### src/rtl/button_conditioner_pkg.sv
// rtl/button_conditioner_pkg.sv - Shared key indices and attack FSM state type.
package button_conditioner_pkg;

  localparam int KEY_RIGHT  = 0;
  localparam int KEY_LEFT   = 1;
  localparam int KEY_JUMP   = 2;
  localparam int KEY_SQUAT  = 3;
  localparam int KEY_ATTACK = 4;
  localparam int KEY_DEFEND = 5;
  localparam int KEY_SELECT = 6;
  localparam int NUM_KEYS   = 7;

  typedef enum logic {
    ATK_IDLE,
    ATK_COOL
  } atk_state_t;

endpackage

### src/rtl/button_conditioner_debounce_channel.sv
// rtl/button_conditioner_debounce_channel.sv - One key: 2-FF sync, inversion to pressed=1, debounce.
module debounce_channel #(
  parameter int DEBOUNCE_CYCLES = 500000
) (
  input  logic clk,
  input  logic rst_n,
  input  logic key_n_i,
  output logic stable_o
);

  localparam int CW = $clog2(DEBOUNCE_CYCLES + 1);

  logic          sync1_q, sync2_q;
  logic          stable_q, stable_d;
  logic [CW-1:0] cnt_q, cnt_d;
  logic          pressed;

  assign pressed  = ~sync2_q;
  assign stable_o = stable_q;

  // A level is accepted only after DEBOUNCE_CYCLES consecutive mismatching samples.
  always_comb begin
    stable_d = stable_q;
    cnt_d    = '0;
    if (pressed != stable_q) begin
      if (cnt_q == CW'(DEBOUNCE_CYCLES - 1)) begin
        stable_d = pressed;
      end else begin
        cnt_d = cnt_q + 1'b1;
      end
    end
  end

  always_ff @(posedge clk or negedge rst_n) begin
    if (!rst_n) begin
      sync1_q  <= 1'b1;
      sync2_q  <= 1'b1;
      stable_q <= 1'b0;
      cnt_q    <= '0;
    end else begin
      sync1_q  <= key_n_i;
      sync2_q  <= sync1_q;
      stable_q <= stable_d;
      cnt_q    <= cnt_d;
    end
  end

endmodule

### src/rtl/button_conditioner.sv
// rtl/button_conditioner.sv - Key front end: debounce, edge detect, play gating, attack cooldown.
// Held-attack repeat is compiled in with BUTTON_CONDITIONER_AUTOFIRE_EN.
module button_conditioner
  import button_conditioner_pkg::*;
#(
  parameter int DEBOUNCE_CYCLES = 500000,
  parameter int COOLDOWN_CYCLES = 12500000,
  parameter int AUTOFIRE_PERIOD = 25000000
) (
  input  logic       clk,
  input  logic       rst_n,
  input  logic [6:0] i_key_n,
  input  logic       i_is_gaming,
  output logic       o_right,
  output logic       o_left,
  output logic       o_jump,
  output logic       o_squat,
  output logic       o_attack,
  output logic       o_defend,
  output logic       o_select,
  output logic       o_cooldown_busy
);

  localparam int CDW = $clog2(COOLDOWN_CYCLES + 1);

  logic [NUM_KEYS-1:0] stable;
  logic                prev_jump_q, prev_atk_q, prev_sel_q;
  logic                jump_rise, atk_rise, sel_rise;
  logic                o_jump_q, o_select_q, o_attack_q, busy_q;
  atk_state_t          atk_state_q;
  logic [CDW-1:0]      cd_cnt_q;
  logic                fire_idle, fire_cool_end, atk_fire;

  for (genvar g = 0; g < NUM_KEYS; g++) begin : g_key
    debounce_channel #(
      .DEBOUNCE_CYCLES(DEBOUNCE_CYCLES)
    ) u_db (
      .clk     (clk),
      .rst_n   (rst_n),
      .key_n_i (i_key_n[g]),
      .stable_o(stable[g])
    );
  end

  assign jump_rise = stable[KEY_JUMP]   & ~prev_jump_q;
  assign atk_rise  = stable[KEY_ATTACK] & ~prev_atk_q;
  assign sel_rise  = stable[KEY_SELECT] & ~prev_sel_q;

  // Opposing directions cancel rather than prioritise.
  assign o_right = stable[KEY_RIGHT] & ~stable[KEY_LEFT] & i_is_gaming;
  assign o_left  = stable[KEY_LEFT] & ~stable[KEY_RIGHT] & i_is_gaming;
  assign o_squat  = stable[KEY_SQUAT]  & i_is_gaming;
  assign o_defend = stable[KEY_DEFEND] & i_is_gaming;

  assign o_jump          = o_jump_q;
  assign o_select        = o_select_q;
  assign o_attack        = o_attack_q;
  assign o_cooldown_busy = busy_q;

`ifdef BUTTON_CONDITIONER_AUTOFIRE_EN
  localparam int AW = $clog2(AUTOFIRE_PERIOD + 1);

  logic [AW-1:0] af_cnt_q;
  logic          af_held, af_due;

  assign af_held = stable[KEY_ATTACK] & i_is_gaming;
  // Saturates once due so a repeat blocked by cooldown fires as soon as allowed.
  assign af_due  = af_held & (af_cnt_q == AW'(AUTOFIRE_PERIOD - 1));

  always_ff @(posedge clk or negedge rst_n) begin
    if (!rst_n) begin
      af_cnt_q <= '0;
    end else if (!af_held || atk_fire) begin
      af_cnt_q <= '0;
    end else if (!af_due) begin
      af_cnt_q <= af_cnt_q + 1'b1;
    end
  end

  assign fire_idle     = atk_rise | af_due;
  assign fire_cool_end = af_due;
`else
  logic unused_af;

  assign unused_af     = ^AUTOFIRE_PERIOD;
  assign fire_idle     = atk_rise;
  assign fire_cool_end = 1'b0;
`endif

  assign atk_fire = i_is_gaming &
                    (((atk_state_q == ATK_IDLE) & fire_idle) |
                     ((atk_state_q == ATK_COOL) & (cd_cnt_q == '0) & fire_cool_end));

  always_ff @(posedge clk or negedge rst_n) begin
    if (!rst_n) begin
      prev_jump_q <= 1'b0;
      prev_atk_q  <= 1'b0;
      prev_sel_q  <= 1'b0;
      o_jump_q    <= 1'b0;
      o_select_q  <= 1'b0;
    end else begin
      prev_jump_q <= stable[KEY_JUMP];
      prev_atk_q  <= stable[KEY_ATTACK];
      prev_sel_q  <= stable[KEY_SELECT];
      o_jump_q    <= jump_rise & i_is_gaming & ~stable[KEY_SQUAT];
      o_select_q  <= sel_rise;
    end
  end

  // Rises seen while cooling down, including the cycle of return to idle, are dropped.
  always_ff @(posedge clk or negedge rst_n) begin
    if (!rst_n) begin
      atk_state_q <= ATK_IDLE;
      cd_cnt_q    <= '0;
      o_attack_q  <= 1'b0;
      busy_q      <= 1'b0;
    end else if (!i_is_gaming) begin
      atk_state_q <= ATK_IDLE;
      cd_cnt_q    <= '0;
      o_attack_q  <= 1'b0;
      busy_q      <= 1'b0;
    end else begin
      o_attack_q <= atk_fire;
      case (atk_state_q)
        ATK_IDLE: begin
          if (atk_fire) begin
            cd_cnt_q    <= CDW'(COOLDOWN_CYCLES - 1);
            atk_state_q <= ATK_COOL;
            busy_q      <= 1'b1;
          end
        end
        ATK_COOL: begin
          if (atk_fire) begin
            cd_cnt_q <= CDW'(COOLDOWN_CYCLES - 1);
          end else if (cd_cnt_q == '0) begin
            atk_state_q <= ATK_IDLE;
            busy_q      <= 1'b0;
          end else begin
            cd_cnt_q <= cd_cnt_q - 1'b1;
          end
        end
        default: atk_state_q <= ATK_IDLE;
      endcase
    end
  end

endmodule

### config.mk
export PLATFORM = sky130hd
export DESIGN_NAME = button_conditioner
export DESIGN_NICKNAME = d
export VERILOG_FILES = /design/src/rtl/button_conditioner_pkg.sv /design/src/rtl/button_conditioner_debounce_channel.sv /design/src/rtl/button_conditioner.sv
export SDC_FILE = /design/constraint.sdc
export NUM_CORES = 1
export LEC_CHECK = 0
export ABC_AREA = 1
export CAP_MARGIN = 20
export CORE_UTILIZATION = 50
export CTS_BUF_LIST = sky130_fd_sc_hd__clkbuf_8
export DETAILED_ROUTE_END_ITERATION = 8
export GPL_TIMING_DRIVEN = 0
export PLACE_DENSITY = 0.65
export SLEW_MARGIN = 0
export SYNTH_ARGS = -nofsm -noshare
export SYNTH_HDL_FRONTEND = slang
export SYNTH_HIERARCHICAL = 1
export SYNTH_SLANG_ARGS = --single-unit
### constraint.sdc
create_clock -name clk -period 4 [get_ports clk]
set_input_delay 0.6 -clock clk [delete_from_list [all_inputs] [get_ports clk]]
set_output_delay 0.6 -clock clk [all_outputs]
set_load 0.05 [all_outputs]
==> results.sh, run 1 <==
export IMPL_yosysSeqAreaShare=0.449
export IMPL_clkTransAtPathRegs_ns=0.09
export IMPL_fin_ws_ns=0.665
export IMPL_start_util=0.512
export IMPL_setup_viol=0
export IMPL_synth_seq_cells=186
export IMPL_intPower_uw=2600
export IMPL_reg2reg_from="atk_state_q$_DFF_PN0_"
export IMPL_irDropWorstVdd_uv=227
export IMPL_firstDrtPassIters=5
export IMPL_rsz0062_at_grt="false"
export IMPL_hold_viol=0
export IMPL_grt_pass1_wl_mm=35.5
export IMPL_hold_path_class="in -> async"
export IMPL_yosysWarnings=6
export IMPL_vias_per_cell=4.89
export IMPL_endpoint_kind="output port"
export IMPL_wirelength_mm=19.7
export IMPL_grt_usage=0.200
export IMPL_coreArea_um2=20300
export IMPL_grt_pass1_vias=7757
export IMPL_detail_route_iter0_violations=412
export IMPL_critPathMaxStageDelay_ns=0.79
export IMPL_grt_ovfl_total=0
export IMPL_wl_per_cell_um=11.9
export IMPL_p_leak_uw=0.00502
export IMPL_insertedDiodeCount=0
export IMPL_cp_cell_sequence="clkdlybuf4s50_1 > clkbuf_1 > nand2_1 > inv_1 > clkdlybuf4s50_1"
export IMPL_n_fill_cell=1926
export IMPL_cap_violations=0
export IMPL_clk_latency_ns=0.45
export IMPL_cts_resized=0
export IMPL_worst_path_buf_inv=4
export IMPL_grt_max_degree=118
export IMPL_skew_ns=0.0202
export IMPL_synth_cells=1343
export IMPL_slew_headroom=0.520
export IMPL_cts_htree_levels=4
export IMPL_p_seq_frac=0.561
export IMPL_r2r_cells=9
export IMPL_pwr_share_comb=0.083
export IMPL_drive_above_1_share=0.139
export IMPL_p_clk_frac=0.356
export IMPL_path_max_fanout=10
export IMPL_post_route_min_period_ns=3.33
export IMPL_port_buffers=17
export IMPL_r2r_end="cd_cnt_q[18]$_DFFE_PN0P_"
export IMPL_clockRootBuffer="clkbuf_8"
export IMPL_fin_crit_sh=0.834
export IMPL_finalWeightedCongestion=0.870
export IMPL_dpl_hpwl_mm=14.3
export IMPL_cts_setup_buffers=0
export IMPL_status="finished, final reports clean"
export IMPL_cpLargestDelayFamily="buffers and inverters"
export IMPL_num_vias=8124
export IMPL_reg2reg_slack_ns=2.18
export IMPL_utilization=0.558
export IMPL_rows=52
export IMPL_synth_net_count=1362
export IMPL_clockBufferDepth=2
export IMPL_syn_area_per_cell_um2=7.74
export IMPL_ant_nets=0
export IMPL_cts_tree="built"
export IMPL_totalPowerFinal_uw=3510
export IMPL_drc=0
export IMPL_synthToLayoutAreaGrowth_pct=9.02
export IMPL_p_per_area_nw_per_um2=310
export IMPL_cpMaxStageDelayCell="clkdlybuf4s50_1"
export IMPL_path_class="in -> out"
export IMPL_worstSetupStartpointType="primary input"
export IMPL_cts_hold_buffers=0
export IMPL_pin_count=18
export IMPL_synth_cell_types=35
export IMPL_clock_fmax_mhz=300
export IMPL_cp_data_required_time_ns=3.40
export IMPL_die_w_um=146
export IMPL_power_switching_uw=916
export IMPL_syn_area_um2=10400
export IMPL_dp_slack_ns=0.629
export IMPL_design_die_area_um2=21400
export IMPL_tightestPinTransition_ns=0.719
export IMPL_final_max_slew_viol_count=0
export IMPL_cts_buffers=17
export IMPL_cp_data_arrival_time_ns=2.73
export IMPL_crit_top_cell="clkdlybuf4s50_1"
export IMPL_antenna_found_initial=0
export IMPL_p_sw_frac=0.261
export IMPL_clock_sinks=186
export IMPL_fp_dieH_um=146
export IMPL_fin_nets=1399
[logic make-up after synthesis]
family / count (synthesis) / share of synthesized area
AOI/OAI and AO/OA: 94 / 0.0484
xor gates and xnor gates: 56 / 0.0522
adders and majority gates: 9 / 0.0108
buffers and inverters: 202 / 0.0741
DFF: 186 / 0.449
and+or+nand+nor: 796 / 0.365
[sequential cells by signal, summed over array words and instances, names as in the netlist]
signal,cells
o_attack,1
prev_jump_q,1
o_select,1
g_key.u_db/stable_o,7
prev_sel_q,1
g_key.u_db/sync1_q,7
o_cooldown_busy,1
atk_state_q,1
o_jump,1
g_key.u_db/cnt_q,133
cd_cnt_q,24
g_key.u_db/sync2_q,7
prev_atk_q,1
[routing by layer]
metal / global-route usage / wire length, um / up-vias
met5: 0 / 0 / -
met4: 0.0474 / 163 / 0
met3: 0.0347 / 556 / 12
met2: 0.319 / 8990 / 90
met1: 0.283 / 10000 / 3777
li1: - / - / 4245
[power by group through the flow]
| stage | Clock (uW) | Sequential [uW] | Combinational [uW] |
|---|---|---|---|
| after floorplan | 0 | 2000 | 193 |
| after global placement | 0 | 2010 | 283 |
| after detailed placement | 0 | 2010 | 293 |
| after CTS | 1310 | 1970 | 294 |
| after global routing | 1390 | 1980 | 337 |
| final | 1250 | 1970 | 290 |
[stage by stage]
step / area, um^2 / cells / hold WS, ns / TNS (ns)
6_report: 11300 / 1663 / 0.104 / 0
2_1_floorplan: 10400 / 1343 / 0.304 / 0
3_5_place_dp: 10900 / 1631 / 0.347 / 0
4_1_cts: 11300 / 1663 / 0.0956 / 0
3_3_place_gp: 10900 / 1630 / 0.346 / -1000.38
5_1_grt: 11300 / 1663 / 0.116 / 0
[cells in the mapped netlist (all sizes together)]
cell	number	area (um^2)
a21oi	40	200
buf	3	23.8
clkbuf	2	7.51
clkinv	1	3.75
dfrtp	172	4300
dfstp	14	368
ha	9	113
inv	196	736
nand2	308	1300
nand3	113	606
nand3b	1	7.51
nand4	15	93.8
nor2	330	1540
nor3	15	110
nor3b	14	140
o21a	7	52.6
o21ai	41	209
o21bai	2	15.0
o22ai	3	18.8
o31ai	1	7.51
xnor2	21	236
xor2	35	307
[worst max path at each step]
stage	startpoint	end	cells after the start
final	i_is_gaming	o_squat	5
after detailed placement	i_is_gaming	o_squat	5
after global placement	rst_n	g_key[0].u_db/cnt_q[4]$_DFF_PN0_	1
after global routing	i_is_gaming	o_squat	5
after floorplan	i_is_gaming	o_left	3
after CTS	i_is_gaming	o_squat	5
[placed cells by master (no fill, tap or decap), types with 9 or more instances in the layout]
cell,instances
inv_2,15
nand4_1,15
clkbuf_8,18
inv_1,183
nand2_2,29
nand2_4,10
xnor2_1,14
dfrtp_1,172
xor2_1,35
nand3_1,105
nand2_1,269
o21ai_0,25
nor2_2,32
o21ai_1,15
nor2_4,29
dfstp_2,14
nor2_1,269
clkdlybuf4s50_1,16
a21oi_1,40
ha_1,9
[layout make-up]
type	instances	area [um^2]	area share
clock buffer	18	248	0.0219
clock inverter	14	150	0.0132
sequential	186	4670	0.412
timing repair buffer	18	203	0.0179
multi-input combinational	955	4960	0.437
buffer	5	31.3	0.00276
tap	270	338	0.0298
inverter	197	739	0.0652
No activity file was read; power rests on OpenSTA's default activity.
==> run 2: changes to the inputs <==
- clock period: 4 -> 3.25 ns (I/O delays scaled with it)
==> run 2 against run 1 <==
Effect of this change:
- combinational power rose by 23%
- first-iteration DRC count fell by 5.8%
- utilization barely moved
- final cell count barely moved
- clock power rose by 23%
==> results.sh, run 2 (synthesis gave the netlist of run 1 again) <==
export IMPL_status="finished, final reports clean"
export IMPL_drc=0
export IMPL_synthToLayoutAreaGrowth_pct=9.12
export IMPL_clock_sinks=186
export IMPL_min_from="g_key[0].u_db/sync1_q$_DFF_PN1_"
export IMPL_fin_crit_sh=0.957
export IMPL_dpl_hpwl_mm=14.3
export IMPL_grt_pass1_wl_mm=35.5
export IMPL_drive_above_1_share=0.139
export IMPL_port_buffers=17
export IMPL_cpMaxStageDelayCell="clkdlybuf4s50_1"
export IMPL_vias_per_cell=4.89
export IMPL_p_per_area_nw_per_um2=381
export IMPL_fp_dieH_um=146
export IMPL_cts_htree_levels=4
export IMPL_path_class="in -> out"
export IMPL_grt_pass1_vias=7757
export IMPL_endpoint_kind="output port"
export IMPL_wirelength_mm=19.7
export IMPL_grt_ovfl_total=0
export IMPL_r2r_cells=9
export IMPL_totalPowerFinal_uw=4330
export IMPL_r2r_end="cd_cnt_q[18]$_DFFE_PN0P_"
export IMPL_post_route_min_period_ns=3.11
export IMPL_slew_headroom=0.522
export IMPL_critPathLaunch="i_is_gaming"
export IMPL_clock_fmax_mhz=322
export IMPL_antenna_found_initial=0
export IMPL_cts_tree="built"
export IMPL_pin_count=18
export IMPL_finalWeightedCongestion=0.870
export IMPL_worstSetupStartpointType="primary input"
export IMPL_rows=52
export IMPL_irDropWorstVdd_uv=279
export IMPL_insertedDiodeCount=0
export IMPL_grt_usage=0.200
export IMPL_grt_max_degree=118
export IMPL_design_die_area_um2=21400
export IMPL_top_regs="g_key.u_db/cnt_q (133), cd_cnt_q (24)"
export IMPL_num_vias=8142
export IMPL_rsz0062_at_grt="false"
export IMPL_hold_viol=0
export IMPL_p_leak_uw=0.00502
export IMPL_tightestPinTransition_ns=0.718
export IMPL_reg2reg_slack_ns=1.43
export IMPL_cp_data_required_time_ns=2.76
export IMPL_setup_viol=0
export IMPL_wl_per_cell_um=11.9
export IMPL_cp_data_arrival_time_ns=2.62
export IMPL_largest_reg_flops=133
export IMPL_firstDrtPassIters=5
export IMPL_clockRootBuffer="clkbuf_8"
export IMPL_final_max_slew_viol_count=0
export IMPL_path_max_fanout=10
export IMPL_fin_nets=1400
export IMPL_clk_latency_ns=0.45
export IMPL_skew_ns=0.0202
export IMPL_clkTransAtPathRegs_ns=0.10
export IMPL_holdPathEnd="g_key[0].u_db/sync2_q$_DFF_PN1_"
export IMPL_mostFrequentLayoutCells="269 x nand2_1, 269 x nor2_1, 183 x inv_1, 172 x dfrtp_1, 105 x nand3_1"
export IMPL_coreArea_um2=20300
export IMPL_cts_buffers=17
export IMPL_utilization=0.559
export IMPL_crit_top_cell="clkdlybuf4s50_1"
export IMPL_hold_path_class="reg -> reg"
export IMPL_whs_path_depth=0
export IMPL_clockBufferDepth=2
export IMPL_ant_nets=0
export IMPL_regMostFlops="g_key.u_db/cnt_q"
export IMPL_start_util=0.512
export IMPL_die_w_um=146
export IMPL_detail_route_iter0_violations=388
export IMPL_cp_cell_sequence="clkdlybuf4s50_1 > clkbuf_1 > nand2_1 > inv_1 > clkdlybuf4s50_1"
export IMPL_reg2reg_from="atk_state_q$_DFF_PN0_"
export IMPL_critPathMaxStageDelay_ns=0.79
export IMPL_cap_violations=0
-- run 2: cell count changes in the layout (fill, tap and decap cells not counted) --
cell	previous run	this run
dlygate4sd3_1	0	1
-- run 2: worst max path at each step --
stage / end / cells after the start
detailed placement: o_squat / 5
floorplan: o_left / 3
global route: o_squat / 5
global placement: g_key[0].u_db/cnt_q[4]$_DFF_PN0_ / 1
CTS: o_squat / 5
finish: o_squat / 5
-- run 2: critical path, delay by kind of cell --
kind                   cells  cell delay (ns)
buffers and inverters      4             1.94
AND/OR/NAND/NOR            1             0.18
-- run 2: repair_timing --
action	4_1_cts	5_1_grt
gates resized for setup	0	0
endpoints found under the hold margin	47	0
buffers inserted	0	0
hold buffers	1	0
-- run 2: cell type report --
type,instances,area (um^2)
buffer,5,31.3
clock buffer,18,248
clock inverter,14,150
fill,1925,8950
inverter,197,739
multi-input combinational,955,4960
sequential,186,4670
tap,270,338
timing repair buffer,19,213
-- run 2: power breakdown --
part	internal (uW)	total, uW	switching [uW]
registers	2380	2430	50.1
clock network	710	1540	833
logic	111	358	246
total	3200	4330	1130
-- run 2: metal layers --
layer / part of all wire / vias to the layer above / track usage
met2: 0.45 / 107 / 0.319
li1: - / 4247 / -
met5: 0 / - / 0
met1: 0.51 / 3776 / 0.283
met4: 0.0083 / 0 / 0.0474
met3: 0.032 / 12 / 0.0347
-- run 2: through the flow --
step                      cells  setup TNS [ns]  setup WS [ns]  hold WS (ns)  instance area, um^2
after floorplan            1343               0           1.24         0.192                10400
after global routing       1664               0         0.0248         0.353                11300
after detailed placement   1631               0          0.104         0.347                10900
after global placement     1630        -1118.95          -6.22         0.346                10900
final                      1664               0          0.141         0.348                11300
after CTS                  1664               0          0.107         0.342                11300
==> run 3: changes to the inputs <==
- CAP_MARGIN: 20 -> 5
==> results of run 3 <==
Final layout, timing and power as in run 2 (identical DEF).
